==> config.mk <==
export PLATFORM = sky130hd
export DESIGN_NAME = configurable_uart_transmitter
export DESIGN_NICKNAME = d
export VERILOG_FILES = /design/src/rtl/configurable_uart_transmitter.sv
export SDC_FILE = /design/constraint.sdc
export NUM_CORES = 1
export LEC_CHECK = 0
export CAP_MARGIN = 20
export CORE_ASPECT_RATIO = 0.8
export CORE_MARGIN = 5
export CORE_UTILIZATION = 57
export CTS_CLUSTER_SIZE = 30
export DETAILED_ROUTE_END_ITERATION = 10
export GPL_TIMING_DRIVEN = 0
export PLACE_DENSITY = 0.8
export SYNTH_ARGS = -nofsm -noshare
export SYNTH_HDL_FRONTEND = slang
export SYNTH_SLANG_ARGS = --single-unit
export TNS_END_PERCENT = 5
==> constraint.sdc <==
create_clock -name clk -period 3.87 [get_ports clk]
set_input_delay 0.774 -clock clk [delete_from_list [all_inputs] [get_ports clk]]
set_output_delay 0.774 -clock clk [all_outputs]
set_load 0.005 [all_outputs]
==> src/rtl/configurable_uart_transmitter.sv <==
// UART transmit channel: runtime-configurable length, parity and stop bits,
// per-bit prescale counter and a one-entry holding buffer for back-to-back frames.
module configurable_uart_transmitter #(
    parameter int DATA_WIDTH     = 8,
    parameter int PRESCALE_WIDTH = 16
) (
    input  logic                          clk,
    input  logic                          reset,
    input  logic [PRESCALE_WIDTH-1:0]     prescale,
    input  logic [$clog2(DATA_WIDTH):0]   data_length,
    input  logic                          parity_enable,
    input  logic                          parity_type,
    input  logic                          two_stop_bits,
    input  logic                          data_valid,
    input  logic [DATA_WIDTH-1:0]         parallel_data,
    output logic                          data_ready,
    output logic                          serial_data_out,
    output logic                          busy
);
    localparam int LW = $clog2(DATA_WIDTH) + 1;
    localparam logic [LW-1:0] MIN_L = LW'(5);
    localparam logic [LW-1:0] MAX_L = LW'(DATA_WIDTH);

    typedef enum logic [2:0] {IDLE, START, DATA, PARITY, STOP} state_t;
    state_t state, state_n;

    logic                      buf_full;
    logic [DATA_WIDTH-1:0]     buf_data, shreg, len_mask;
    logic [PRESCALE_WIDTH-1:0] p_lat, cnt;
    logic [LW-1:0]             l_lat, bit_idx, len_clamped;
    logic                      par_en, par_bit, two_stop, stop_idx;
    logic                      bit_end, last_data, last_stop, load, accept, par_next;

    // Parity is computed from the buffered word at load time so only the
    // active bits contribute.
    always_comb begin
        len_clamped = data_length;
        if (data_length < MIN_L)
            len_clamped = MIN_L;
        else if (data_length > MAX_L)
            len_clamped = MAX_L;
        len_mask = ~({DATA_WIDTH{1'b1}} << len_clamped);
        par_next = (^(buf_data & len_mask)) ^ parity_type;
    end

    assign bit_end   = (cnt == p_lat - PRESCALE_WIDTH'(1));
    assign last_data = (bit_idx == l_lat - LW'(1));
    assign last_stop = (state == STOP) && bit_end && (stop_idx == two_stop);
    assign load      = buf_full && ((state == IDLE) || last_stop);
    assign accept    = data_valid && !buf_full;

    assign data_ready = !buf_full;
    assign busy       = (state != IDLE) || buf_full;

    always_ff @(posedge clk) begin
        if (reset) state <= IDLE;
        else       state <= state_n;
    end

    always_comb begin
        state_n = state;
        case (state)
            IDLE:    if (load) state_n = START;
            START:   if (bit_end) state_n = DATA;
            DATA:    if (bit_end && last_data) state_n = par_en ? PARITY : STOP;
            PARITY:  if (bit_end) state_n = STOP;
            STOP:    if (last_stop) state_n = load ? START : IDLE;
            default: state_n = IDLE;
        endcase
    end

    always_ff @(posedge clk) begin
        if (reset) begin
            buf_full        <= 1'b0;
            buf_data        <= '0;
            shreg           <= '0;
            p_lat           <= '0;
            cnt             <= '0;
            l_lat           <= '0;
            bit_idx         <= '0;
            par_en          <= 1'b0;
            par_bit         <= 1'b0;
            two_stop        <= 1'b0;
            stop_idx        <= 1'b0;
            serial_data_out <= 1'b1;
        end else begin
            if (accept) begin
                buf_data <= parallel_data;
                buf_full <= 1'b1;
            end else if (load) begin
                buf_full <= 1'b0;
            end

            if (load) begin
                shreg           <= buf_data;
                p_lat           <= (prescale == '0) ? PRESCALE_WIDTH'(1) : prescale;
                l_lat           <= len_clamped;
                par_en          <= parity_enable;
                par_bit         <= par_next;
                two_stop        <= two_stop_bits;
                cnt             <= '0;
                bit_idx         <= '0;
                stop_idx        <= 1'b0;
                serial_data_out <= 1'b0;
            end else if (state != IDLE) begin
                if (!bit_end) begin
                    cnt <= cnt + PRESCALE_WIDTH'(1);
                end else begin
                    cnt <= '0;
                    // Line is registered: drive the value of the bit about to start.
                    case (state)
                        START: serial_data_out <= shreg[0];
                        DATA: begin
                            if (last_data) begin
                                serial_data_out <= par_en ? par_bit : 1'b1;
                            end else begin
                                bit_idx         <= bit_idx + LW'(1);
                                shreg           <= shreg >> 1;
                                serial_data_out <= shreg[1];
                            end
                        end
                        STOP: begin
                            stop_idx        <= 1'b1;
                            serial_data_out <= 1'b1;
                        end
                        default: serial_data_out <= 1'b1;
                    endcase
                end
            end
        end
    end
endmodule

# Word level (Yosys, flattened, before mapping)
# Index checks and enable logic that the tools add are counted.
# classes
mux	25
reduce_logical	22
magnitude_cmp	2
n_div	0
n_shift	1
eq_ne	13
bitwise	4
addsub	4
n_mul	0
# ops
cell	n
$mux 8	5
$mux 16	2
$mux 3	6
$add 16x1->16 const B	1
$eq 16x16->1	1
$logic_not 16->1	1
$sub 16x1->16 const B	1
$pmux 3 s5	1
$ne 2x2->1 const B	5
$and 8x8->8	1
$mux 1	8
$mux 4	2
$not 8->8	1
$reduce_and 4->1	2
$reduce_bool 2->1	4
$reduce_xor 8->1	1
$shl 8x4->8 const A	1
$eq 3x2->1 const B	2
$logic_and 1x1->1	5
$reduce_and 5->1	1
$add 4x1->4 const B	1
$eq 4x4->1	1
$gt 4x4->1 const B	1
$lt 4x3->1 const B	1
other kinds (15)	16
# word_totals
latch_bits	0
output_inout_bits	3
romBits	0
reg_bits	65
n_memories	0
ram_bits	0

# Depth between registers and ports, before layout
# Gate-level depths: netlist of the first run.
# depth
word_depth	9
ltp_mapped	11

# Worst setup path after synthesis of the first run
# No wires, ideal clock.
# synth_path
kind	register to register
from	register p_lat[0]
to	register shreg[1]
required_ns	3.748
t_arrival_ns	3.117
setup_slack_ns	0.631
stages_incl_launch_ff	12
path_cell_list	dfxtp_1 -> inv_1 -> ha_1 -> or4b_4 -> or4_4 -> o211ai_2 -> o22ai_2 -> or4_1 -> buf_4 -> o21ai_4 -> o311ai_4 -> a221o_1
# synth_via
elab_chain_cells	8
# synth_rtl
element	line_no	rtl
start: declaration	29	logic [PRESCALE_WIDTH-1:0] p_lat, cnt;
start signal: assignment	96	p_lat <= (prescale == '0) ? PRESCALE_WIDTH'(1) : prescale;
$sub 16x1->16 *	46	assign bit_end = (cnt == p_lat - PRESCALE_WIDTH'(1));
$eq 16x16->1 *	46	
$logic_and 1x1->1 (2 in series)	48	assign last_stop = (state == STOP) && bit_end && (stop_idx == two_stop);
$logic_or 1x1->1	49	assign load = buf_full && ((state == IDLE) || last_stop);
$logic_and 1x1->1	49	
$ne 2x1->1 (no line) / $reduce_bool 2->1 (equally long branches)	-	
$reduce_and 4->1 (no line)	-	
end signal: assignment	95	shreg <= buf_data;
end signal: assignment	118	shreg <= shreg >> 1;
end: declaration	28	logic [DATA_WIDTH-1:0] buf_data, shreg, len_mask;
# Every way passes the cells marked *; elsewhere a longest branch is shown, timed or not.
# A chain may end at the register's enable or synchronous reset.

# Final worst setup path of the first run
# Same ends and word-level chain as after synthesis.

==> reports/results.txt, run 1 <==
outcome: finished, final reports clean
final hold vios: 0
mean area per synthesized cell: 8.74 um2
# clock sinks: 65
synth warn: 0
post-synth net total: 442
post-synthesis mux area share: 0.0854
synth unique cells: 60
CTS H-tree lvls: 3
num ports: 37
Post-Synth XOR/XNOR Area: 0.119
Power Dens Cells: 476 mW/mm2
Fillers: 476
post-synthesis instance total: 404
CP arrival: 3.86 ns
final max-slew violation count: 0
DRT antenna net count: 0
largest family of logic cells by synthesized area: simple AND/OR/NAND/NOR gates
commonest cells after routing, fill and taps aside: 73 x nor2_1, 65 x dfxtp_1, 36 x clkdlybuf4s50_1, 30 x xnor2_1, 29 x mux2i_1
via count: 3143
Hold Path Class: flop to flop
post-CTS setup buffers: 0
DR vias/cell: 5.87
total global routing overflow: 0
worst vdd ir: 0.267 mV
Period Utilization, post-route: 0.937
Num CTS Buffers: 9
Avg WL per Cell: 16.2 um
hpwl dp: 6520 um
Critical Path RT: 4.10 ns
cells along the critical path: inv_1 -> ha_1 -> or4b_4 -> or4_4 -> o211ai_2 -> o22ai_2 -> or4_1 -> buf_4 -> o21ai_4 -> o311ai_4 -> a221o_1
element type at the critical path end: flop
Leak: 1.62 nW
Max clock buf depth: 2
Worst path max stage delay: 0.54 ns
Die Area: 0.00788 mm2
RePlAce Congestion: 0.897
#FFs+latches synth: 65
CP Max Fanout: 10
clk_lat worst skew: 0.35 ns
share of cells above drive strength 1: 0.0727
hold buffers post-CTS: 0
Layout area overhead: 19.6%
core area: 0.00597 mm2
maxcap violations: 0
Routed WL: 8690 um
Antenna Diode Count: 0
DRC: 0
Synth Area in Adders: 0.0142
Initial Util: 0.591
Initial DRC Count: 220
Tot GR Track Use: 0.233
post-synthesis compound-gate area fraction: 0.137
# rows: 25
setup TNS: 0 ns
min cycle time layout: 3.63 ns
CTS tree: yes
Slew headroom: 0.402
initial antenna violation count: 0
commonest non-fill, non-tap cell in the layout: nor2_1
fin nets: 489
CTS clock-pin slew for the worst setup and hold paths: 0.07 ns
Setup Skew: 0.00753 ns
Tightest Pin Transition: 0.889 ns
Async SR Flop Fraction: 0
final setup vio count: 0
Root Buffer: clkbuf_8
first-pass GRT wire length: 14500 um
RSZ-0062 raised after global routing: false
CP Class: flop to flop
reg-to-reg slack, setup: 0.24 ns
Die Y: 80.4 um
Die Wd: 98.0 um
register area share after synthesis: 0.368
drt first pass iters: 4
mapped cell area: 0.00353 mm2
# port buffers: 36
simple-gate portion of the synthesized area: 0.239
Post-synth EDFFs: 0
fin util: 0.707
slowest cell on the critical path: or4_4
largest net degree at the start of global routing: 11
number of global-route vias before repair: 3021
fmax: 276 MHz
Top FF cell, synth: dfxtp_1
Setup crit start kind: flop
## final cells by class
class	count	area [um2]	share of cell area
inverter	16	60.1	0.0142
multi-input combinational	307	2120	0.501
buffer	16	68.8	0.0163
timing repair buffer	36	360	0.0853
clock buffer	11	151	0.0358
clock inverter	3	65.1	0.0154
tap	81	101	0.0240
sequential	65	1300	0.308
## sequential cells by signal (all words and copies together) (netlist names)
signal           flops
buf_full             1
two_stop             1
bit_idx              4
shreg                8
l_lat                4
state                3
cnt                 16
buf_data             8
p_lat               16
par_en               1
serial_data_out      1
par_bit              1
stop_idx             1
## final timing paths
check | from | end | cells past startpoint
min | l_lat[1]$_SDFFE_PP0N_ | l_lat[1]$_SDFFE_PP0N_ | 2
max | p_lat[0]$_SDFFE_PP0N_ | shreg[1]$_SDFFE_PP0P_ | 11
min reg2reg | l_lat[1]$_SDFFE_PP0N_ | l_lat[1]$_SDFFE_PP0N_ | 2
max reg2reg | p_lat[0]$_SDFFE_PP0N_ | shreg[1]$_SDFFE_PP0P_ | 11
## kinds of logic (layout without fill, tap and decap cells)
kind of cell	count (synthesis)	in the layout
simple gates	163	163
mux	30	30
buf+inv	32	82
fa+ha+maj	4	4
compound gates	62	62
flops	65	65
xor+xnor	48	48
## where the power goes
| part | switching, mW | internal [mW] |
|---|---|---|
| Combinational | 0.312 | 0.263 |
| Sequential | 0.0651 | 0.722 |
| Clock | 0.257 | 0.390 |
| Total | 0.634 | 1.38 |
## Yosys cell counts, drive strengths merged, types with 2 or more instances
| cell type | number | area (um2) |
|---|---|---|
| nor2 | 73 | 274 |
| dfxtp | 65 | 1300 |
| xnor2 | 30 | 263 |
| mux2i | 29 | 290 |
| nand2 | 18 | 67.6 |
| xor2 | 18 | 158 |
| inv | 16 | 60.1 |
| a21oi | 13 | 65.1 |
| nor4 | 11 | 90.1 |
| o21ai | 11 | 66.3 |
| clkbuf | 10 | 37.5 |
| nand3 | 9 | 45.0 |
| a221o | 8 | 80.1 |
| nand4 | 8 | 50.1 |
| nor3 | 8 | 45.0 |
| nor3b | 8 | 60.1 |
| buf | 6 | 31.3 |
| o211ai | 5 | 42.5 |
| or3 | 5 | 31.3 |
| ha | 4 | 50.1 |
| nand3b | 4 | 30.0 |
| or4 | 4 | 33.8 |
| a211oi | 3 | 22.5 |
| nand2b | 3 | 18.8 |
| a211o | 2 | 17.5 |
| a311oi | 2 | 17.5 |
| a31oi | 2 | 12.5 |
| and3 | 2 | 12.5 |
| and4 | 2 | 17.5 |
| o221ai | 2 | 17.5 |
| o22ai | 2 | 18.8 |
| or2 | 2 | 12.5 |
## worst max-delay path: cells and delay by family, from the launching register on
family                   cells  cell delay, ns
adder cells (fa/ha/maj)      1            0.25
flip-flops                   1            0.34
AND/OR/NAND/NOR              3            1.59
AO/OA/AOI/OAI                5            1.04
buffers and inverters        2            0.29
## what timing repair did
action / CTS / global route
hold endpoints to repair: 0 / 0
endpoints found under the setup margin: 0 / 1
gates resized for setup: 0 / 2
## per-layer routing
metal  track usage  vias to the layer above  share of wire
met5             0                        -              0
met4        0.0747                        0          0.015
met3        0.0677                       16          0.077
met2         0.357                      115           0.42
met1         0.316                     1468           0.49
li1              -                     1544              -
## stage by stage
step,setup slack (ns),hold slack [ns],std cells,total power [mW],area [um2]
floorplan,0.631,0.445,404,1.20,3530
global placement,0.191,0.462,521,1.34,3990
detailed placement,0.187,0.472,521,1.36,3990
CTS,0.154,0.482,535,2.00,4210
global route,0.110,0.512,535,2.11,4220
finish,0.243,0.484,535,2.01,4220
Note: power is estimated with default switching activity, not from simulation.
==> run 2, diff against run 1 <==
--- a/config.mk
+++ b/config.mk
@@ -9,6 +9,7 @@
 export CORE_ASPECT_RATIO = 0.8
 export CORE_MARGIN = 5
 export CORE_UTILIZATION = 57
+export CTS_CLUSTER_DIAMETER = 150
 export CTS_CLUSTER_SIZE = 30
 export DETAILED_ROUTE_END_ITERATION = 10
 export GPL_TIMING_DRIVEN = 0
==> results of run 2 <==
Final layout, timing and power as in run 1 (identical DEF).
==> RTL change (config.mk and constraints of run 2) <==
Make the reset (`reset`) asynchronous in 2 clocked blocks.
--- a/src/rtl/configurable_uart_transmitter.sv
+++ b/src/rtl/configurable_uart_transmitter.sv
@@ -53,5 +53,5 @@
     assign busy       = (state != IDLE) || buf_full;
 
-    always_ff @(posedge clk) begin
+    always_ff @(posedge clk or posedge reset) begin
         if (reset) state <= IDLE;
         else       state <= state_n;
@@ -70,5 +70,5 @@
     end
 
-    always_ff @(posedge clk) begin
+    always_ff @(posedge clk or posedge reset) begin
         if (reset) begin
             buf_full        <= 1'b0;
Function: differs if reset is asserted again (counterexample within 4 cycles, from zero or initial values and one cycle with reset high); with reset held inactive, the same outputs for 10 cycles.
==> RTL change against run 2 <==
- sequential cell count unchanged
- routed wire length grew 5.4%
- final area rose by 7.7%
- area after synthesis increased by 7.6%
- worst setup slack better by 0.36 ns
- worst hold slack got worse by 0.0058 ns
- highest routed layer unchanged
- core utilization shrank 0.072 points
- clock skew is essentially flat
- die area increased by 6.7%
Power is not compared: it rests on default switching activity, and its combinational part moved more than twofold at a synthesized area within 25%.
==> RTL change: results (changes against run 2) <==
reg-to-reg slack, setup=0.60 ns (was 0.24 ns); Compound-Gate Fraction of Synth Area=10.4% (was 13.7%); Worst path top cell family by delay=compound AO/OA/AOI/OAI gates (was simple AND/OR/NAND/NOR gates); worst stage delay on the critical path=0.47 ns (was 0.54 ns); FFs w/ async S/R, synth=100% (was 0%); Global Route Usage Sum=23.2% (was 23.3%); Worst-Margin Slew=0.627 ns (was 0.889 ns); worst setup path startpoint=p_lat[0] (unchanged); Synth Instances=383 (was 404); CP arrival=3.51 ns (was 3.86 ns); routed wire length=9150 um (was 8690 um); pre-CTS setup slack=0.699 ns (was 0.187 ns); most common cell after layout, fill and taps aside=dfrtp_1 (was nor2_1); Critical-path top delay cell=a2111o_1 (was or4_4); worst hold slack=0.479 ns (was 0.484 ns); global-route wire length before repair=15,300 um (was 14,500 um); post-synthesis xor/xnor area fraction=11.1% (was 11.9%); register area share after synthesis=42.8% (was 36.8%); run status=finished clean (unchanged); Fillers=486 (was 476); DP Area=4290 um^2 (was 3990 um^2); First-pass DRT Iterations=5 (was 4); post-synthesis mux area share=8.72% (was 8.54%); pin count of the biggest net entering global routing=38 (was 11); grt met1 use=35.0% (was 31.6%); GR Layer Usage met3=5.78% (was 6.77%); nets=469 (was 489); most common cell in the synthesized netlist=dfrtp_1 (was nor2_1)
## RTL change: cell count changes in the layout (fill, tap and decap cells not counted), moves of 8 or more
cell	delta
mux2i_1	-24
mux2_2	+23
nor2_1	-42
nor3_1	+22
a221o_1	-8
dfxtp_1	-65
dfrtp_1	+64
## RTL change: how the worst min path moves through the flow
stage	end	depth (start not counted)	startpoint
after floorplan	serial_data_out	2	serial_data_out
after global placement	serial_data_out	2	serial_data_out
after detailed placement	serial_data_out	2	serial_data_out
after CTS	serial_data_out	2	serial_data_out
after global routing	serial_data_out	2	serial_data_out
final	serial_data_out	2	serial_data_out
## RTL change: area by class of cell
class | instances | area (um^2) | share of cell area, %
multi-input cells | 286 | 2030 | 44.7
inverters | 17 | 63.8 | 1.40
plain buffers | 15 | 77.6 | 1.71
clock inverters | 4 | 97.6 | 2.15
clock buffers | 12 | 165 | 3.63
well taps | 84 | 105 | 2.31
flip-flops and latches | 65 | 1630 | 35.8
repair buffers | 37 | 380 | 8.36
